`src/rtl/otter_csr_if.sv`:
```
// rtl/otter_csr_if.sv - CSR/trap signalling between the OTTER control FSM and otter_csr_unit
//
// master : control FSM side (drives strobes, address, write data, pc)
// slave  : otter_csr_unit side (drives csr_rd, mtvec, mepc, mie, int_req)
//   csr_we     1   CSR write strobe (writeback)
//   csr_addr   12  CSR address, instr[31:20]
//   csr_wd     32  CSR write data (ALU result)
//   pc         32  PC of the instruction being interrupted
//   int_taken  1   trap-entry strobe
//   mret_exec  1   MRET strobe
//   csr_rd     32  combinational read data for csr_addr
//   mtvec      32  trap vector (PC mux input 4)
//   mepc       32  return address (PC mux input 5)
//   mie        1   mstatus.MIE
//   int_req    1   registered interrupt request to the FSM

interface otter_csr_if;
    logic        csr_we;
    logic [11:0] csr_addr;
    logic [31:0] csr_wd;
    logic [31:0] pc;
    logic        int_taken;
    logic        mret_exec;
    logic [31:0] csr_rd;
    logic [31:0] mtvec;
    logic [31:0] mepc;
    logic        mie;
    logic        int_req;

    modport master (
        output csr_we, csr_addr, csr_wd, pc, int_taken, mret_exec,
        input  csr_rd, mtvec, mepc, mie, int_req
    );

    modport slave (
        input  csr_we, csr_addr, csr_wd, pc, int_taken, mret_exec,
        output csr_rd, mtvec, mepc, mie, int_req
    );
endinterface

```
`src/rtl/otter_csr_unit.sv`:
```
// rtl/otter_csr_unit.sv - machine-mode CSRs and interrupt control for the OTTER multicycle MCU
//
// Parameter SYNC_STAGES (2..3): synchronizer depth on intr_in.
// Optional feature macro OTTER_CSR_MCYCLE_EN: 64-bit mcycle/mcycleh counter at 0xB00/0xB80.
// Ports:
//   clk      single clock, rising edge
//   rst      synchronous active-high reset
//   intr_in  asynchronous external interrupt level
//   bus      otter_csr_if.slave (strobes in; csr_rd, mtvec, mepc, mie, int_req out)

module otter_csr_unit #(
    parameter int SYNC_STAGES = 2
) (
    input  logic        clk,
    input  logic        rst,
    input  logic        intr_in,
    otter_csr_if.slave  bus
);

    localparam logic [11:0] ADDR_MSTATUS = 12'h300;
    localparam logic [11:0] ADDR_MTVEC   = 12'h305;
    localparam logic [11:0] ADDR_MEPC    = 12'h341;
    localparam logic [11:0] ADDR_MCAUSE  = 12'h342;
`ifdef OTTER_CSR_MCYCLE_EN
    localparam logic [11:0] ADDR_MCYCLE  = 12'hB00;
    localparam logic [11:0] ADDR_MCYCLEH = 12'hB80;
`endif
    localparam logic [31:0] CAUSE_EXT_INT = 32'h8000_000B;

    logic [SYNC_STAGES-1:0] sync_q;
    logic                   sync_prev;
    logic                   sync_rise;
    logic                   pending;
    logic                   int_req_q;
    logic                   mie_q;
    logic                   mpie_q;
    logic [31:0]            mtvec_q;
    logic [31:0]            mepc_q;
    logic [31:0]            mcause_q;
    logic                   do_mret;
    logic                   do_write;
    logic [31:0]            csr_rd_c;

    // Strobe priority: a trap swallows MRET and CSR writes; MRET swallows CSR writes.
    assign do_mret  = bus.mret_exec & ~bus.int_taken;
    assign do_write = bus.csr_we & ~bus.int_taken & ~bus.mret_exec;

    assign sync_rise = sync_q[SYNC_STAGES-1] & ~sync_prev;

    always_ff @(posedge clk) begin
        if (rst) begin
            sync_q    <= '0;
            sync_prev <= 1'b0;
            pending   <= 1'b0;
            int_req_q <= 1'b0;
        end else begin
            sync_q    <= {sync_q[SYNC_STAGES-2:0], intr_in};
            sync_prev <= sync_q[SYNC_STAGES-1];
            // A fresh edge beats a same-cycle trap so that interrupt is not lost.
            if (sync_rise)
                pending <= 1'b1;
            else if (bus.int_taken)
                pending <= 1'b0;
            int_req_q <= pending & mie_q;
        end
    end

    always_ff @(posedge clk) begin
        if (rst) begin
            mie_q    <= 1'b0;
            mpie_q   <= 1'b0;
            mtvec_q  <= '0;
            mepc_q   <= '0;
            mcause_q <= '0;
        end else if (bus.int_taken) begin
            mepc_q   <= bus.pc & 32'hFFFF_FFFC;
            mcause_q <= CAUSE_EXT_INT;
            mpie_q   <= mie_q;
            mie_q    <= 1'b0;
        end else if (do_mret) begin
            mie_q    <= mpie_q;
            mpie_q   <= 1'b1;
        end else if (do_write) begin
            case (bus.csr_addr)
                ADDR_MSTATUS: begin
                    mie_q  <= bus.csr_wd[3];
                    mpie_q <= bus.csr_wd[7];
                end
                ADDR_MTVEC:  mtvec_q  <= bus.csr_wd & 32'hFFFF_FFFC;
                ADDR_MEPC:   mepc_q   <= bus.csr_wd & 32'hFFFF_FFFC;
                ADDR_MCAUSE: mcause_q <= bus.csr_wd;
                default: ;
            endcase
        end
    end

`ifdef OTTER_CSR_MCYCLE_EN
    logic [63:0] mcycle_q;

    // A write to one half freezes the whole counter for that cycle, so the
    // untouched half never sees a carry out of the written half.
    always_ff @(posedge clk) begin
        if (rst)
            mcycle_q <= '0;
        else if (do_write && bus.csr_addr == ADDR_MCYCLE)
            mcycle_q[31:0] <= bus.csr_wd;
        else if (do_write && bus.csr_addr == ADDR_MCYCLEH)
            mcycle_q[63:32] <= bus.csr_wd;
        else
            mcycle_q <= mcycle_q + 64'd1;
    end
`endif

    always_comb begin
        csr_rd_c = '0;
        case (bus.csr_addr)
            ADDR_MSTATUS: csr_rd_c = {24'h0, mpie_q, 3'b000, mie_q, 3'b000};
            ADDR_MTVEC:   csr_rd_c = mtvec_q;
            ADDR_MEPC:    csr_rd_c = mepc_q;
            ADDR_MCAUSE:  csr_rd_c = mcause_q;
`ifdef OTTER_CSR_MCYCLE_EN
            ADDR_MCYCLE:  csr_rd_c = mcycle_q[31:0];
            ADDR_MCYCLEH: csr_rd_c = mcycle_q[63:32];
`endif
            default: ;
        endcase
    end

    assign bus.csr_rd  = csr_rd_c;
    assign bus.mtvec   = mtvec_q;
    assign bus.mepc    = mepc_q;
    assign bus.mie     = mie_q;
    assign bus.int_req = int_req_q;

endmodule

```
`src/flat_wrapper.sv`:
```
// flat-port wrapper written by rule: the top's interface ports become plain ports
module otter_csr_unit_flat 
#(
    parameter int SYNC_STAGES = 2
)
  (clk, rst, intr_in, bus_csr_we, bus_csr_addr, bus_csr_wd, bus_pc, bus_int_taken, bus_mret_exec, bus_csr_rd, bus_mtvec, bus_mepc, bus_mie, bus_int_req);
  otter_csr_if bus_i ();
  input  logic clk;
  input  logic rst;
  input  logic intr_in;
  input wire logic [$bits(bus_i.csr_we)-1:0] bus_csr_we;
  input wire logic [$bits(bus_i.csr_addr)-1:0] bus_csr_addr;
  input wire logic [$bits(bus_i.csr_wd)-1:0] bus_csr_wd;
  input wire logic [$bits(bus_i.pc)-1:0] bus_pc;
  input wire logic [$bits(bus_i.int_taken)-1:0] bus_int_taken;
  input wire logic [$bits(bus_i.mret_exec)-1:0] bus_mret_exec;
  output wire logic [$bits(bus_i.csr_rd)-1:0] bus_csr_rd;
  output wire logic [$bits(bus_i.mtvec)-1:0] bus_mtvec;
  output wire logic [$bits(bus_i.mepc)-1:0] bus_mepc;
  output wire logic [$bits(bus_i.mie)-1:0] bus_mie;
  output wire logic [$bits(bus_i.int_req)-1:0] bus_int_req;
  assign bus_i.csr_we = bus_csr_we;
  assign bus_i.csr_addr = bus_csr_addr;
  assign bus_i.csr_wd = bus_csr_wd;
  assign bus_i.pc = bus_pc;
  assign bus_i.int_taken = bus_int_taken;
  assign bus_i.mret_exec = bus_mret_exec;
  assign bus_csr_rd = bus_i.csr_rd;
  assign bus_mtvec = bus_i.mtvec;
  assign bus_mepc = bus_i.mepc;
  assign bus_mie = bus_i.mie;
  assign bus_int_req = bus_i.int_req;
  otter_csr_unit #(.SYNC_STAGES(SYNC_STAGES)) u_core (.clk(clk), .rst(rst), .intr_in(intr_in), .bus(bus_i));
endmodule
```
`config.mk`:
```
export PLATFORM = sky130hd
export DESIGN_NAME = otter_csr_unit_flat
export DESIGN_NICKNAME = d
export VERILOG_FILES = /design/src/rtl/otter_csr_if.sv /design/src/rtl/otter_csr_unit.sv /design/src/flat_wrapper.sv
export SDC_FILE = /design/constraint.sdc
export NUM_CORES = 1
export LEC_CHECK = 0
export ABC_AREA = 1
export BUFFER_PORTS_ARGS = -buffer_cell sky130_fd_sc_hd__buf_2
export CORE_ASPECT_RATIO = 2
export CORE_MARGIN = 2
export CORE_UTILIZATION = 54
export DETAILED_ROUTE_END_ITERATION = 6
export GPL_ROUTABILITY_DRIVEN = 0
export PLACE_DENSITY = 0.95
export SETUP_SLACK_MARGIN = 0.02
export SLEW_MARGIN = 20
export SYNTH_ARGS = -nofsm -noshare
export SYNTH_HDL_FRONTEND = slang
export SYNTH_SLANG_ARGS = --single-unit
```
`constraint.sdc`:
```
create_clock -name clk -period 3.4 [get_ports clk]
set_clock_uncertainty 0.1 [all_clocks]
set_input_delay 0.68 -clock clk [delete_from_list [all_inputs] [get_ports clk]]
set_output_delay 0.68 -clock clk [all_outputs]
set_load 0.02 [all_outputs]
```
# --- After elaboration in Yosys (flattened, before gate mapping) ---
# Cells that the tools add are included.
word_totals:
  wordCells: 57
  input_bits: 82
  regBits: 99
classes:
  eq_ne: 5
  mux: 18
  n_bitwise: 9
  reduce_logical: 15
op_table:
  columns: ["operator", "n"]
  rows:
  - ["32-bit two-way mux", 8]
  - ["32-bit case mux with 4 select lines", 1]
  - ["12-bit by 10-bit equality test with 1-bit output, second input constant", 4]
  - ["2-bit nonzero test", 6]
  - ["1-bit two-way mux", 9]
  - ["3-bit AND reduction", 3]
  - ["3-bit nonzero test", 2]
  - ["1-bit bitwise AND", 5]
  - ["1-bit inverter", 4]
  - ["2-bit AND reduction", 2]
  - ["4-bit AND reduction", 1]
  - ["2-bit != test, second input constant", 1]
  - ["2-bit OR reduction", 1]

# --- Logic depth before layout (Yosys ltp) ---
logic_depth:
  ltp_word: 6
  mapped_depth: 11
  depth_no_buf: 10

# --- Worst setup path after synthesis ---
# No wires, ideal clock.
synth_path:
  path_type: "input port to output port"
  startpoint: "in bus_csr_addr[11]"
  endpoint: "out bus_csr_rd[15]"
  cell_stages: 6
  slack_ns: 0.785
  path_buffers: 1
  required_ns: 2.620
  arrival_ns: 1.835
  path_cell_list: "nor2_1 -> nand2_2 -> nor2_2 -> nand2_1 -> clkbuf_1 -> o211ai_1"
synth_via:
  elab_chain_cells: 2
  elab_cells_between_ends: 5
synth_rtl:
  columns: ["element", "line", "text"]
  rows:
  - ["from (decl)", "flat_wrapper.sv:12", "input wire logic [$bits(bus_i.csr_addr)-1:0] bus_csr_addr;"]
  - ["12-bit by 10-bit equality test with 1-bit output", "otter_csr_unit.sv:116", "case (bus.csr_addr)"]
  - ["32-bit case mux with 4 select lines (*)", "otter_csr_unit.sv:116", null]
  - ["to (decl)", "flat_wrapper.sv:17", "output wire logic [$bits(bus_i.csr_rd)-1:0] bus_csr_rd;"]
# Every way passes the cells marked *; elsewhere a longest branch is shown, timed or not.

# --- Worst setup path in the final report ---
layout_path:
  startpoint: "in bus_csr_addr[5]"
  endpoint: "out bus_csr_rd[2]"
# Same word-level chain as after synthesis.

==> results.toml <==
[floorplanning]
die_w_um = 72.4
dieHeight_um = 141
rows = 49
io_pins = 180
initial_core_util_pct = 56.0
die-area_um2 = 10200
core_area_um2 = 9010

[synthesis]
syn_inst = 787
synth_area_leaders = "dfxtp_1 39%, nand2_1 20%, nor2_1 11%, inv_1 6.0%, o211ai_1 4.2%"
synth.top_cell.area_share_pct = 39.3
yosysWarnings = 0
yosys.area_share.simple_pct = 40.1
synthAdderAreaFrac_pct = 0
avgSynthCellArea_um2 = 6.41
synth_compound_area_share_pct = 8.73
synth_top_family_by_area = "simple AND/OR/NAND/NOR gates"
ys_seq_elements = 99
synth_area_um2 = 5050
ys_seq_area_share_pct = 39.3
synthXorXnorAreaFrac_pct = 0
yosys.cell_types.count = 30
post-synth-top-area-cell = "dfxtp_1"
post_synth_mux_area_share_pct = 0

[timing]
post-route-period-util_pct = 90.0
tns_ns = 0
timing_hold_violations_final = 0
layout_setup_ws_ns = 0.342
relSlewSlack_pct = 55.4
rsz0062_at_grt = "no"
slew_violations = 0
setup_viol = 0
fmax_ghz = 0.327
worst_slew_pin_slew_ns = 0.669
period_needed_ns = 3.06

[placed_design]
hpwl_um = 10900
port_buffers = 173
place_area_um2 = 5870
dp_slack_ns = 0.398

[critical_path]
crit_chain = "buf_2, nor2_1, nand2_1, nor2_2, nand2_1, inv_1, nand2_1, o211ai_1, buf_2"
worstPathRequired_ns = 2.62
crit_buf_inv = 3
reg2reg_depth = 6
crit_path_frequent_cell = "nand2_1"
cpLargestDelayFamily = "buffers and inverters"
critPathKind = "in -> out"
crit_path_max_incr_delay_ns = 0.43
cp_max_fo = 13
cp.depth = 9
end_kind = "output port"
cp-start-kind = "input port"
cpMaxStageDelayCell = "inv_1"
worstPathArrival_ns = 2.28

[route]
drtPass1Iterations = 5
drc = 0
num_vias = 5636
drtIter0Drc = 514
vias_per_cell = 5.38
totalWireLength_um = 16000
ant_nets = 0
wl_per_cell_um = 15.3

[global_routing]
grt_overflow_total = 0
met3_usage_pct = 4.93
grt.total_usage_pct = 31.3
grt_pass1_wl_um = 24800
grt_max_degree = 61
grt_pass1_vias = 5291
antenna_found_initial = 0
busiest_layer = "met2"
grt_use_met1_pct = 33.8
use_met2_pct = 54.8

[cells_and_area]
syn_to_final_growth_pct = 22.1
layout_common_cells = "265 x nand2_1, 173 x buf_2, 149 x nor2_1, 99 x dfxtp_1, 80 x inv_1"
seq_area_um2 = 1980
fillers = 775
design_area_um2 = 6160
final_layout_size_suffix_gt1_share_pct = 23.1
nNetsFinal = 1022
final_common_cell = "nand2_1"
n_antenna_cell = 0
multi_input_area_um2 = 2480

[run_status]
outcome = "finished, final reports clean"

[clocking]
htreeDepth = 3
clk_latency_ns = 0.33
cts-resized-gates = 0
cts-root-buf = "clkbuf_16"
post-cts-setup-buffer-count = 0
cts_hold_buf = 0
path_clk_slew_ns = 0.06
clock-sinks = 99
cts_made_buffers = 9
cts_buffer_depth = 2
cts_tree = "yes"

[power_and_ir_drop]
power_density_nw_per_um2 = 401
leakage_nw = 3.37
vdd_drop_max_uv = 286

[min_path]
holdPathStages = 2
min_path_type = "reg -> reg"

[job]
max_cap_viol_count = 0
registers in the layout (all words and copies together), names as in the netlist:
| name | count |
|---|---|
| u_core.bus.int_req | 1 |
| u_core.bus.mepc | 30 |
| u_core.bus.mie | 1 |
| u_core.bus.mtvec | 30 |
| u_core.mcause_q | 32 |
| u_core.mpie_q | 1 |
| u_core.pending | 1 |
| u_core.sync_prev | 1 |
| u_core.sync_q | 2 |
layout make-up:
class,count,share of cell area [%]
Multi-Input combinational cell,560,40.3
Clock buffer,15,4.67
Inverter,85,5.18
Timing Repair Buffer,185,15.5
Tap cell,102,2.07
Clock inverter,1,0.0812
Sequential cell,99,32.2
through the flow:
stage	hold slack [ns]	util (%)	instances	total power [mW]
CTS	0.307	68.4	1047	2.48
global route	0.315	68.4	1047	2.55
detailed placement	0.299	65.1	1031	1.50
floorplan	0.288	-	790	1.38
finish	0.308	68.4	1047	2.47
global placement	0.290	65.1	1031	1.49
Yosys cell counts, drive strengths merged:
library cell,n
clkbuf,16
o21ai,17
nand3b,13
dfxtp,99
o32ai,1
or2,1
o22ai,1
nor2,156
nand3,27
o211ai,28
and2,2
nor3,2
conb,1
buf,30
nor3b,7
nand4,6
a21oi,26
nand2,269
inv,85
layer usage:
layer	vias to the layer above	routed length (um)
met4	0	758
met3	67	1180
li1	2717	-
met5	-	0
met2	300	8440
met1	2552	5610
final timing paths:
check	start	endpoint	slack [ns]
max	bus_csr_addr[5]	bus_csr_rd[2]	0.34
min	u_core.sync_q[0]	u_core.sync_q[1]	0.31
max reg2reg	u_core.bus.mie	u_core.bus.mie	2.46
min reg2reg	u_core.sync_q[0]	u_core.sync_q[1]	0.31
tightest hold or removal path, cell delays in order (launching register included):
cell and delay [ns]:
dfxtp_1 0.30, inv_1 0.04, nor2_1 0.03
power breakdown:
part           internal, mW  total, mW  switching [mW]
Combinational        0.0938      0.265           0.171
Clock                 0.576      0.997           0.421
Sequential             1.19       1.21          0.0219
logic make-up (layout without fill, tap and decap cells):
| group | Yosys count | count (layout) |
|---|---|---|
| other cells | 1 | 4 |
| flops | 99 | 99 |
| simple gates | 483 | 483 |
| buf+inv | 131 | 286 |
| compound gates | 73 | 73 |
(Power assumes the default switching activity.)
